$ cat config.mk
export PLATFORM = sky130hd
export DESIGN_NAME = uart_tx_ctrl
export DESIGN_NICKNAME = d
export VERILOG_FILES = /design/src/rtl/uart_pkg.sv /design/src/rtl/uart_baud_tick.sv /design/src/rtl/uart_tx_ctrl.sv
export SDC_FILE = /design/constraint.sdc
export NUM_CORES = 1
export LEC_CHECK = 0
export BUFFER_PORTS_ARGS = -buffer_cell sky130_fd_sc_hd__buf_2
export CAP_MARGIN = 20
export CORE_UTILIZATION = 31
export CTS_CLUSTER_DIAMETER = 50
export DETAILED_ROUTE_END_ITERATION = 8
export PLACE_DENSITY_LB_ADDON = 0.08
export SYNTH_ARGS = -nofsm -noshare
export SYNTH_HDL_FRONTEND = slang
export SYNTH_HIERARCHICAL = 1
export SYNTH_SLANG_ARGS = --single-unit
$ cat constraint.sdc
create_clock -name clk -period 3.6 [get_ports clk]
set_clock_uncertainty 0.15 [all_clocks]
set_input_delay 0.54 -clock clk [delete_from_list [all_inputs] [get_ports clk]]
set_output_delay 0.54 -clock clk [all_outputs]
set_load 0.03 [all_outputs]
$ cat src/rtl/uart_pkg.sv
// uart_pkg: shared UART state encoding, frame width and idle line level
package uart_pkg;

    typedef enum logic [2:0] {
        IDLE   = 3'd0,
        START  = 3'd1,
        DATA   = 3'd2,
        PARITY = 3'd3,
        STOP   = 3'd4
    } uart_state_e;

    localparam int   UART_DATA_BITS  = 8;
    localparam logic UART_IDLE_LEVEL = 1'b1;

endpackage

$ cat src/rtl/uart_baud_tick.sv
// uart_baud_tick: bit-period down-counter, reload on load, bit_done when it reads 0
module uart_baud_tick
    import uart_pkg::*;
#(
    parameter int DIV_W = 16
) (
    input  logic             clk,
    input  logic             reset_n,
    input  logic             load,
    input  logic [DIV_W-1:0] period,
    output logic             bit_done
);

    logic [DIV_W-1:0] cnt;

    // Reload with period-1 at each bit start, otherwise count down and park at 0
    always_ff @(posedge clk) begin
        if (!reset_n)
            cnt <= '0;
        else if (load)
            cnt <= period - DIV_W'(1);
        else if (cnt != '0)
            cnt <= cnt - DIV_W'(1);
    end

    assign bit_done = (cnt == '0);

endmodule

$ cat src/rtl/uart_tx_ctrl.sv
// uart_tx_ctrl: drains the TX FIFO and serializes 8N1 frames onto tx.
// Define UART_TX_PARITY_EN to add a parity bit (odd/even via parity_odd).
module uart_tx_ctrl
    import uart_pkg::*;
#(
    parameter int DIV_W = 16
) (
    input  logic             clk,
    input  logic             reset_n,
    input  logic [DIV_W-1:0] clk_div,
    input  logic             fifo_empty,
    input  logic [7:0]       fifo_data,
    output logic             fifo_rd_en,
`ifdef UART_TX_PARITY_EN
    input  logic             parity_odd,
`endif
    output logic             tx,
    output logic             busy
);

    localparam logic [2:0] LAST_BIT = 3'(UART_DATA_BITS - 1);

    uart_state_e      state, state_nxt;
    logic [7:0]       shift;
    logic [2:0]       idx;
    logic [DIV_W-1:0] period, div_eff, tick_period;
    logic             pop, load, bit_done;
`ifdef UART_TX_PARITY_EN
    logic             par;
`endif

    // A divider of 0 behaves as 1; the new period applies to the bit timer on the pop cycle itself
    assign div_eff     = (clk_div == '0) ? DIV_W'(1) : clk_div;
    assign tick_period = pop ? div_eff : period;
    assign load        = pop || (state != IDLE && bit_done);
    assign fifo_rd_en  = pop;
    assign busy        = reset_n && (state != IDLE || pop);

    uart_baud_tick #(.DIV_W(DIV_W)) u_tick (
        .clk      (clk),
        .reset_n  (reset_n),
        .load     (load),
        .period   (tick_period),
        .bit_done (bit_done)
    );

    // State register
    always_ff @(posedge clk) begin
        if (!reset_n)
            state <= IDLE;
        else
            state <= state_nxt;
    end

    // Next state, pop strobe and line level; pops only from IDLE or the last STOP cycle
    always_comb begin
        state_nxt = state;
        pop       = 1'b0;
        tx        = UART_IDLE_LEVEL;
        case (state)
            IDLE: begin
                pop       = !fifo_empty;
                state_nxt = pop ? START : IDLE;
            end
            START: begin
                tx        = 1'b0;
                state_nxt = bit_done ? DATA : START;
            end
            DATA: begin
                tx = shift[0];
`ifdef UART_TX_PARITY_EN
                state_nxt = (bit_done && idx == LAST_BIT) ? PARITY : DATA;
`else
                state_nxt = (bit_done && idx == LAST_BIT) ? STOP : DATA;
`endif
            end
`ifdef UART_TX_PARITY_EN
            PARITY: begin
                tx        = par;
                state_nxt = bit_done ? STOP : PARITY;
            end
`endif
            STOP: begin
                pop       = bit_done && !fifo_empty;
                state_nxt = bit_done ? (pop ? START : IDLE) : STOP;
            end
            default: state_nxt = IDLE;
        endcase
        if (!reset_n)
            pop = 1'b0;
    end

    // Frame datapath: capture byte, period and parity on pop; shift out LSB first during DATA
    always_ff @(posedge clk) begin
        if (!reset_n) begin
            shift  <= '0;
            idx    <= '0;
            period <= '0;
`ifdef UART_TX_PARITY_EN
            par    <= 1'b0;
`endif
        end else if (pop) begin
            shift  <= fifo_data;
            idx    <= '0;
            period <= div_eff;
`ifdef UART_TX_PARITY_EN
            par    <= ^fifo_data ^ parity_odd;
`endif
        end else if (state == DATA && bit_done) begin
            shift  <= shift >> 1;
            idx    <= idx + 3'd1;
        end
    end

endmodule

==> results.toml, run 1 <==
[critical_path]
critPathArrivalTime_ps = 3510
worst_setup_path_end_kind = "flop"
critPathMaxFanout = 17
cp-start-kind = "flop"
crit_required_ps = 3690
worstSetupPathType = "reg2reg"

[floorplanning]
fp-row-count = 33
core_mm2 = 0.008175
die_w_um = 93.85
fp.dieH_um = 93.85
start_util = 0.3199
ios = 30
die_area_mm2 = 0.008807

[synthesis]
ys_warn_count = 6
synth_edf_count = 0
syn_inst = 304
avgSynthCellArea_um2 = 8.602
async_flop_share = 0
ys.flop_type = "dfxtp_1"
synth_nets = 334
synth_cell_type_count = 63
seq_area_frac_synth = 0.3522
syn_area_mm2 = 0.002615
ys_seq_elements = 46

[route]
drc = 0
vias = 2348
drt_wl_total_um = 7226
dr.pass1.iters = 4
drt_iter0_markers = 128
wl_per_cell_um = 16.35
antenna_left = 0
viasPerCell = 5.312

[clock_tree]
clk_pin_slew_worst_paths_ps = 100
clock_latency_ps = 310
clockBufferDepth = 2
clock_tree.root_cell = "clkbuf_8"
cts_htree_levels = 2
numCtsBuffers = 5
tritoncts = "yes"
cts.sinks = 46

[timing]
slew_headroom = 0.5015
slew_viol_final = 0
finalSetupViolations = 0
rsz0062_at_grt = "no"
finalCritPeriodShare = 0.9489
tightest_slew_ps = 744.3
finalCriticalPeriod_ps = 3416
fin_tns_setup_ps = 0
hold_viol = 0
max_freq_ghz = 0.2927
setup_slack_ps = 183.9

[grt]
grt_remaining_overflow = 0
met2_usage = 0.2488
grt_pass1_wl_um = 11770
grt_max_degree = 26
grt_use_total = 0.1744
met3_usage = 0.02994
grt_antenna_before_repair = 0
met1_usage = 0.2680
grt_pass1_vias = 2165
grt_busiest_layer = "met1"

[outcome]
status = "finished, final reports clean"

[job]
maxCapViolCount = 0

[cells_and_area]
nNetsFinal = 366
drive_gt1_frac = 0.2433
syn2layout_area_growth_pct = 15.60
fin_area_mm2 = 0.003023
num_antenna_cells = 0
num-fill-cells = 871

[power_and_ir_drop]
combPwrFrac = 0.488
ir_worst_vdd_uv = 230.5
p_leak_nw = 1.139
power_switching_uw = 898.8
internal-power_mw = 1.280
pwr-share-clk = 0.183
power_density_mw_per_mm2 = 720.9
p_sw_frac = 0.4125
seqPwrFrac = 0.329

[placement]
gp_routability_congestion = 0.7714
place_area_mm2 = 0.002893
dp_slack_ps = 117.8
port_buffers = 29
dp_hpwl_um = 5442

[worst_hold_path]
hold_path.class = "in2reg"
[metal layers]
metal | share of wire | vias to the layer above
met1 | 0.54 | 1093
met2 | 0.41 | 46
met4 | 0.0089 | 0
met5 | 0 | -
met3 | 0.035 | 6
li1 | - | 1203
[layout by cell type (no fill, tap or decap), types with 4 or more instances in the layout]
cell type  instances
nor2_1            11
buf_4             14
nor3b_1            5
nor4_1             8
nand2_1           36
a311oi_1           7
xnor2_1            4
inv_1              4
a21oi_1           28
o21ai_1           10
buf_2             29
dfxtp_1           46
nor3_2             4
clkbuf_8           5
mux2i_1            9
a211oi_1           4
nor3_1            22
o21ai_0            6
nand3_1           15
[area by class of cell]
type,instances,area [µm²],area share
Multi-Input combinational cell,234,1580,0.5228
Clock buffer,6,72.57,0.02401
Tap cell,105,131.4,0.04346
Inverter,5,18.77,0.006209
Clock inverter,2,37.54,0.01242
Sequential cell,46,920.9,0.3046
Timing Repair Buffer,44,261.5,0.08651
[final timing paths]
kind / startpoint / end / slack, ps / cells past startpoint
worst max-delay path: u_tick/cnt[5] / u_tick/cnt[13] / 180 / 11
worst min-delay path: fifo_data[7] / shift[7] / 290 / 2
worst max register to register: u_tick/cnt[5] / u_tick/cnt[13] / 180 / 11
worst min register to register: idx[1] / idx[1] / 320 / 2
[cells by family (layout without fill, tap and decap cells)]
kind of cell	count (synthesis)	count (layout)	synth area share
buffers and inverters	24	57	0.05406
adders and majority gates	3	3	0.01436
and+or+nand+nor	129	129	0.2928
xor gates and xnor gates	7	7	0.02345
AOI/OAI and AO/OA	83	83	0.2158
DFF	46	46	0.3522
muxes	12	12	0.04737
[repair_timing]
| item | 4_1_cts | 5_1_grt |
|---|---|---|
| endpoints found under the hold margin | 0 | 0 |
| setup endpoints to repair | 0 | 7 |
| hold buffers | 0 | 0 |
| buffers inserted | 0 | 0 |
| gates resized for setup | 0 | 5 |
[registers in the layout (all words and copies together) (netlist names)]
| name | cells |
|---|---|
| idx | 3 |
| period | 16 |
| shift | 8 |
| state | 3 |
| u_tick/cnt | 16 |
[per-stage QoR]
| step | power (mW) | hold slack [ps] | utilization | instances |
|---|---|---|---|---|
| after global routing | 2.333 | 286.9 | 0.3698 | 442 |
| after global placement | 1.779 | 292.7 | 0.3538 | 434 |
| final | 2.179 | 289.7 | 0.3698 | 442 |
| after detailed placement | 1.775 | 301.7 | 0.3538 | 434 |
| after CTS | 2.174 | 284.6 | 0.3673 | 442 |
| after floorplan | 1.526 | 279.6 | - | 304 |
[critical path: stages, from the launching register on]
cell     delay [ps]
dfxtp_1         360
or4_1           600
nor3_1          170
buf_4           200
nor2b_2         160
buf_4           220
o21ai_1         170
nand2_1         170
nor4b_2         300
o22ai_1         150
or4_4           550
a21oi_2         140
[cells in the mapped netlist, drive strengths merged (3+ instances only)]
master,count,share of area
nand2,39,0.057
xnor2,4,0.013
o31a,3,0.010
buf,15,0.041
a311oi,7,0.023
xor2,3,0.010
nor2,11,0.016
clkbuf,4,0.0062
dfxtp,46,0.35
mux2i,9,0.034
a22oi,3,0.011
nor4,11,0.034
nor4b,3,0.024
nand3,15,0.029
nor3b,7,0.024
ha,3,0.014
a211oi,4,0.011
a21oi,29,0.057
nor3,26,0.056
o21ai,20,0.043
mux2,3,0.013
inv,4,0.0057
nand2b,3,0.0072
[power groups by stage]
stage / logic (mW) / registers, mW / clock network, mW
6_report: 1.06 / 0.717 / 0.398
3_3_place_gp: 1.05 / 0.730 / 0
4_1_cts: 1.05 / 0.714 / 0.408
2_1_floorplan: 0.832 / 0.694 / 0
5_1_grt: 1.18 / 0.731 / 0.427
3_5_place_dp: 1.05 / 0.725 / 0
No activity file was read; power rests on OpenSTA's default activity.
==> run 2, diff against run 1 <==
- CORE_MARGIN: default -> 1.5
==> results.toml, run 2 (same netlist as run 1, synthesis figures left out) <==
[worst_hold_path]
holdPathEnd = "shift[7]"
worstHoldPathCells = 2
hold_path.class = "in2reg"
hold_start = "fifo_data[7]"

[placement]
gp_routability_congestion = 0.7900
dp_hpwl_um = 5385
port_buffers = 29

[floorplanning]
die_w_um = 94.85
die_area_mm2 = 0.008996
core_mm2 = 0.008175
ios = 30
fp-row-count = 33
start_util = 0.3199
fp.dieH_um = 94.85

[timing]
finalCriticalPeriod_ps = 3362
fin_tns_setup_ps = 0
finalCritPeriodShare = 0.9340
max_freq_ghz = 0.2974
holdWs_ps = 303.7
slew_viol_final = 0
rsz0062_at_grt = "no"
finalSetupViolations = 0
tightest_slew_ps = 820.5
slew_headroom = 0.4458
hold_viol = 0

[clock_tree]
clock_latency_ps = 300
clock_tree.root_cell = "clkbuf_8"
post_cts_buffers = 0
cts_htree_levels = 2
tritoncts = "yes"
numCtsBuffers = 5
clockBufferDepth = 2
cts.sinks = 46
clk_pin_slew_worst_paths_ps = 90
cts_hold_buf = 0

[job]
maxCapViolCount = 0

[cells_and_area]
layout.cells.most_common = "dfxtp_1"
syn2layout_area_growth_pct = 14.93
final_util = 0.3676
nNetsFinal = 365
most-common-layout-cells = "dfxtp_1 (46), nand2_1 (37), buf_2 (29), a21oi_1 (28), nor3_1 (22)"
num_antenna_cells = 0
largestRegisters = "period: 16 flops, u_tick/cnt: 16 flops, shift: 8 flops"
drive_gt1_frac = 0.2351
num-fill-cells = 892

[grt]
grt_remaining_overflow = 0
grt_antenna_before_repair = 0
grt_pass1_wl_um = 11830
grt_max_degree = 26
grt_pass1_vias = 2226
grt_use_total = 0.1716

[critical_path]
worst_setup_path_end_kind = "flop"
crit_required_ps = 3690
r2r-end = "u_tick/cnt[13]"
critPathArrivalTime_ps = 3450
r2r-start = "u_tick/cnt[5]"
cp-start-kind = "flop"
r2r_cells = 11
r2r_slack_ps = 240
worstSetupPathType = "reg2reg"
critPathMaxFanout = 15

[power_and_ir_drop]
p_leak_nw = 1.137
combPwrFrac = 0.492
internal-power_mw = 1.285
seqPwrFrac = 0.328
pwr-share-clk = 0.179
ir_worst_vdd_uv = 201.4
power_density_mw_per_mm2 = 722.6
p_sw_frac = 0.4082
power_switching_uw = 886.5

[route]
drt_iter0_markers = 84
vias = 2360
drc = 0
drt_wl_total_um = 7208
dr.pass1.iters = 4
viasPerCell = 5.351
wl_per_cell_um = 16.34
antenna_left = 0

[outcome]
status = "finished, final reports clean"
==> run 2: worst max-delay path by stage <==
stage,from,to,slack (ps)
final,u_tick/cnt[5],u_tick/cnt[13],240
after global routing,u_tick/cnt[5],u_tick/cnt[13],10
after CTS,u_tick/cnt[11],u_tick/cnt[8],160
after detailed placement,u_tick/cnt[11],u_tick/cnt[8],190
after global placement,u_tick/cnt[11],u_tick/cnt[8],190
after floorplan,u_tick/cnt[5],u_tick/cnt[8],1
==> run 2: layout make-up <==
| cell class | count | area [µm²] | area share |
|---|---|---|---|
| Inverter | 5 | 18.77 | 0.006245 |
| Sequential cell | 46 | 920.9 | 0.3064 |
| Clock buffer | 7 | 76.32 | 0.02540 |
| Clock inverter | 1 | 30.03 | 0.009992 |
| Timing Repair Buffer | 43 | 250.2 | 0.08326 |
| Multi-Input combinational cell | 234 | 1578 | 0.5250 |
| Tap cell | 105 | 131.4 | 0.04371 |
==> run 2: metal layers <==
metal  vias to the layer above  share of wire  GRT usage
li1                       1205              -          -
met1                      1109           0.55     0.2719
met2                        41           0.41     0.2399
met3                         5          0.031    0.02576
met4                         0         0.0078    0.03358
met5                         -              0          0
==> run 2: repair_timing <==
action	in CTS	in global routing
setup endpoints to repair	0	5
hold endpoints to repair	0	0
resized for setup	0	3
==> run 2: metrics by stage <==
step | cell area [µm²] | power, mW | setup WS (ps) | cells
after global placement | 2885 | 1.780 | 190.7 | 433
after floorplan | 2623 | 1.526 | 1.039 | 304
after detailed placement | 2885 | 1.773 | 187.0 | 433
after CTS | 2992 | 2.172 | 159.4 | 441
final | 3005 | 2.172 | 237.8 | 441
after global routing | 3005 | 2.343 | 11.53 | 441
==> run 2: power groups by stage <==
stage	clock network (mW)	registers, mW	logic, mW
6_report	0.390	0.713	1.07
3_5_place_dp	0	0.720	1.05
4_1_cts	0.407	0.708	1.06
3_3_place_gp	0	0.721	1.06
2_1_floorplan	0	0.694	0.832
5_1_grt	0.427	0.728	1.19
==> run 2: worst max-delay path, stage by stage, from the launching register on <==
cell      delay, ps
dfxtp_1         360
or4_1           590
nor3_1          160
buf_4           190
nand2b_1        150
nand2_2         160
o21ai_4         220
buf_4           260
nor4b_2         230
o22ai_1         160
or4_4           550
a21oi_2         140
==> run 3, diff against run 2 <==
- PLACE_DENSITY_LB_ADDON: 0.08 -> default
- REMOVE_ABC_BUFFERS: default -> 1
==> results.toml, run 3 (same netlist as run 1, synthesis figures left out) <==
[clock_tree]
clk_pin_slew_worst_paths_ps = 90
clock_latency_ps = 300
numCtsBuffers = 5
post_cts_buffers = 0
clock_tree.root_cell = "clkbuf_8"
clockBufferDepth = 2
cts.sinks = 46
cts_htree_levels = 2
tritoncts = "yes"

[timing]
slew_headroom = 0.4396
rsz0062_at_grt = "no"
max_freq_ghz = 0.2973
finalCriticalPeriod_ps = 3364
slew_viol_final = 0
hold_viol = 0
tightest_slew_ps = 829.8
finalCritPeriodShare = 0.9345
finalSetupViolations = 0
setup_slack_ps = 235.8
holdWs_ps = 298.7

[outcome]
status = "finished, final reports clean"

[floorplanning]
fp.dieH_um = 94.85
fp-row-count = 33
die_area_mm2 = 0.008996
start_util = 0.3199
die_w_um = 94.85
ios = 30
core_mm2 = 0.008175

[grt]
grt_use_total = 0.1566
grt_max_degree = 26
grt_antenna_before_repair = 0
grt_remaining_overflow = 0
grt_pass1_vias = 2272
grt_pass1_wl_um = 11020

[job]
maxCapViolCount = 0

[critical_path]
crit_chain = "or4_1 > nor3_1 > buf_4 > nand2b_1 > nand2_2 > o21ai_4 > buf_4 > nor4b_2 > o22ai_1 > or4_4 > a21oi_2"
cp-start-kind = "flop"
r2r_slack_ps = 240
path_delay_family = "simple AND/OR/NAND/NOR gates"
critPathMaxStageDelay_ps = 600
cpMostUsedCell = "buf_4"
slowest_stage = "or4_1"
worst_setup_path_end_kind = "flop"
critPathMaxFanout = 15
critPathBufInv = 2
worstSetupPathType = "reg2reg"
crit_required_ps = 3700
critPathArrivalTime_ps = 3460

[cells_and_area]
nNetsFinal = 361
layout.cells.most_common = "dfxtp_1"
syn2layout_area_growth_pct = 13.59
largestRegisters = "period: 16 flops, u_tick/cnt: 16 flops, shift: 8 flops"
num_antenna_cells = 0
most-common-layout-cells = "dfxtp_1 (46), nand2_1 (37), buf_2 (29), a21oi_1 (27), nor3_1 (22)"
num-fill-cells = 852
fin_cells = 437
drive_gt1_frac = 0.2349
final_util = 0.3633

[route]
drc = 0
dr.pass1.iters = 4
drt_iter0_markers = 152
vias = 2355
wl_per_cell_um = 14.59
drt_wl_total_um = 6375
viasPerCell = 5.389
antenna_left = 0

[placement]
gp_routability_congestion = 0.7700
dp_slack_ps = 230.6
dp_hpwl_um = 4715
placed_cells = 429
port_buffers = 29

[power_and_ir_drop]
p_leak_nw = 1.114
power.total_mw = 2.090
power_density_mw_per_mm2 = 703.6
ir_worst_vdd_uv = 205.1

[worst_hold_path]
hold_path.class = "in2reg"
[run 3: what timing repair did]
item                                    in CTS  in global routing
hold buffers                                 0                  0
endpoints found under the setup margin       0                  6
gates resized for setup                      0                  5
[run 3: metal layers]
layer | up-vias | global-route usage | share of wire
li1 | 1195 | - | -
met1 | 1121 | 0.2101 | 0.49
met2 | 31 | 0.2482 | 0.46
met3 | 8 | 0.03382 | 0.035
met4 | 0 | 0.05100 | 0.015
met5 | - | 0 | 0
[run 3: area by class of cell]
class	count	area, µm²	area share
clock buffer	7	86.33	0.02906
clock inverter	1	5.005	0.001685
inverter	5	18.77	0.006318
multi-input combinational	234	1588	0.5345
sequential	46	920.9	0.3100
tap	105	131.4	0.04423
timing repair buffer	39	220.2	0.07414
[run 3: path summary, 6_finish.rpt]
path                 start              to  cells after the start
max          u_tick/cnt[6]  u_tick/cnt[13]                     11
min           fifo_data[7]        shift[7]                      2
max reg2reg  u_tick/cnt[6]  u_tick/cnt[13]                     11
min reg2reg         idx[2]          idx[2]                      2
[run 3: metrics by stage]
stage          setup TNS [ps]  instance area [µm²]
6_report                    0                 2970
3_5_place_dp                0                 2855
4_1_cts                     0                 2947
2_1_floorplan          -34060                 2492
5_1_grt                     0                 2970
3_3_place_gp                0                 2855
[run 3: power breakdown]
part	internal [mW]	total [mW]	switching, mW
clock	0.155	0.334	0.179
combinational	0.454	1.04	0.585
sequential	0.614	0.716	0.102
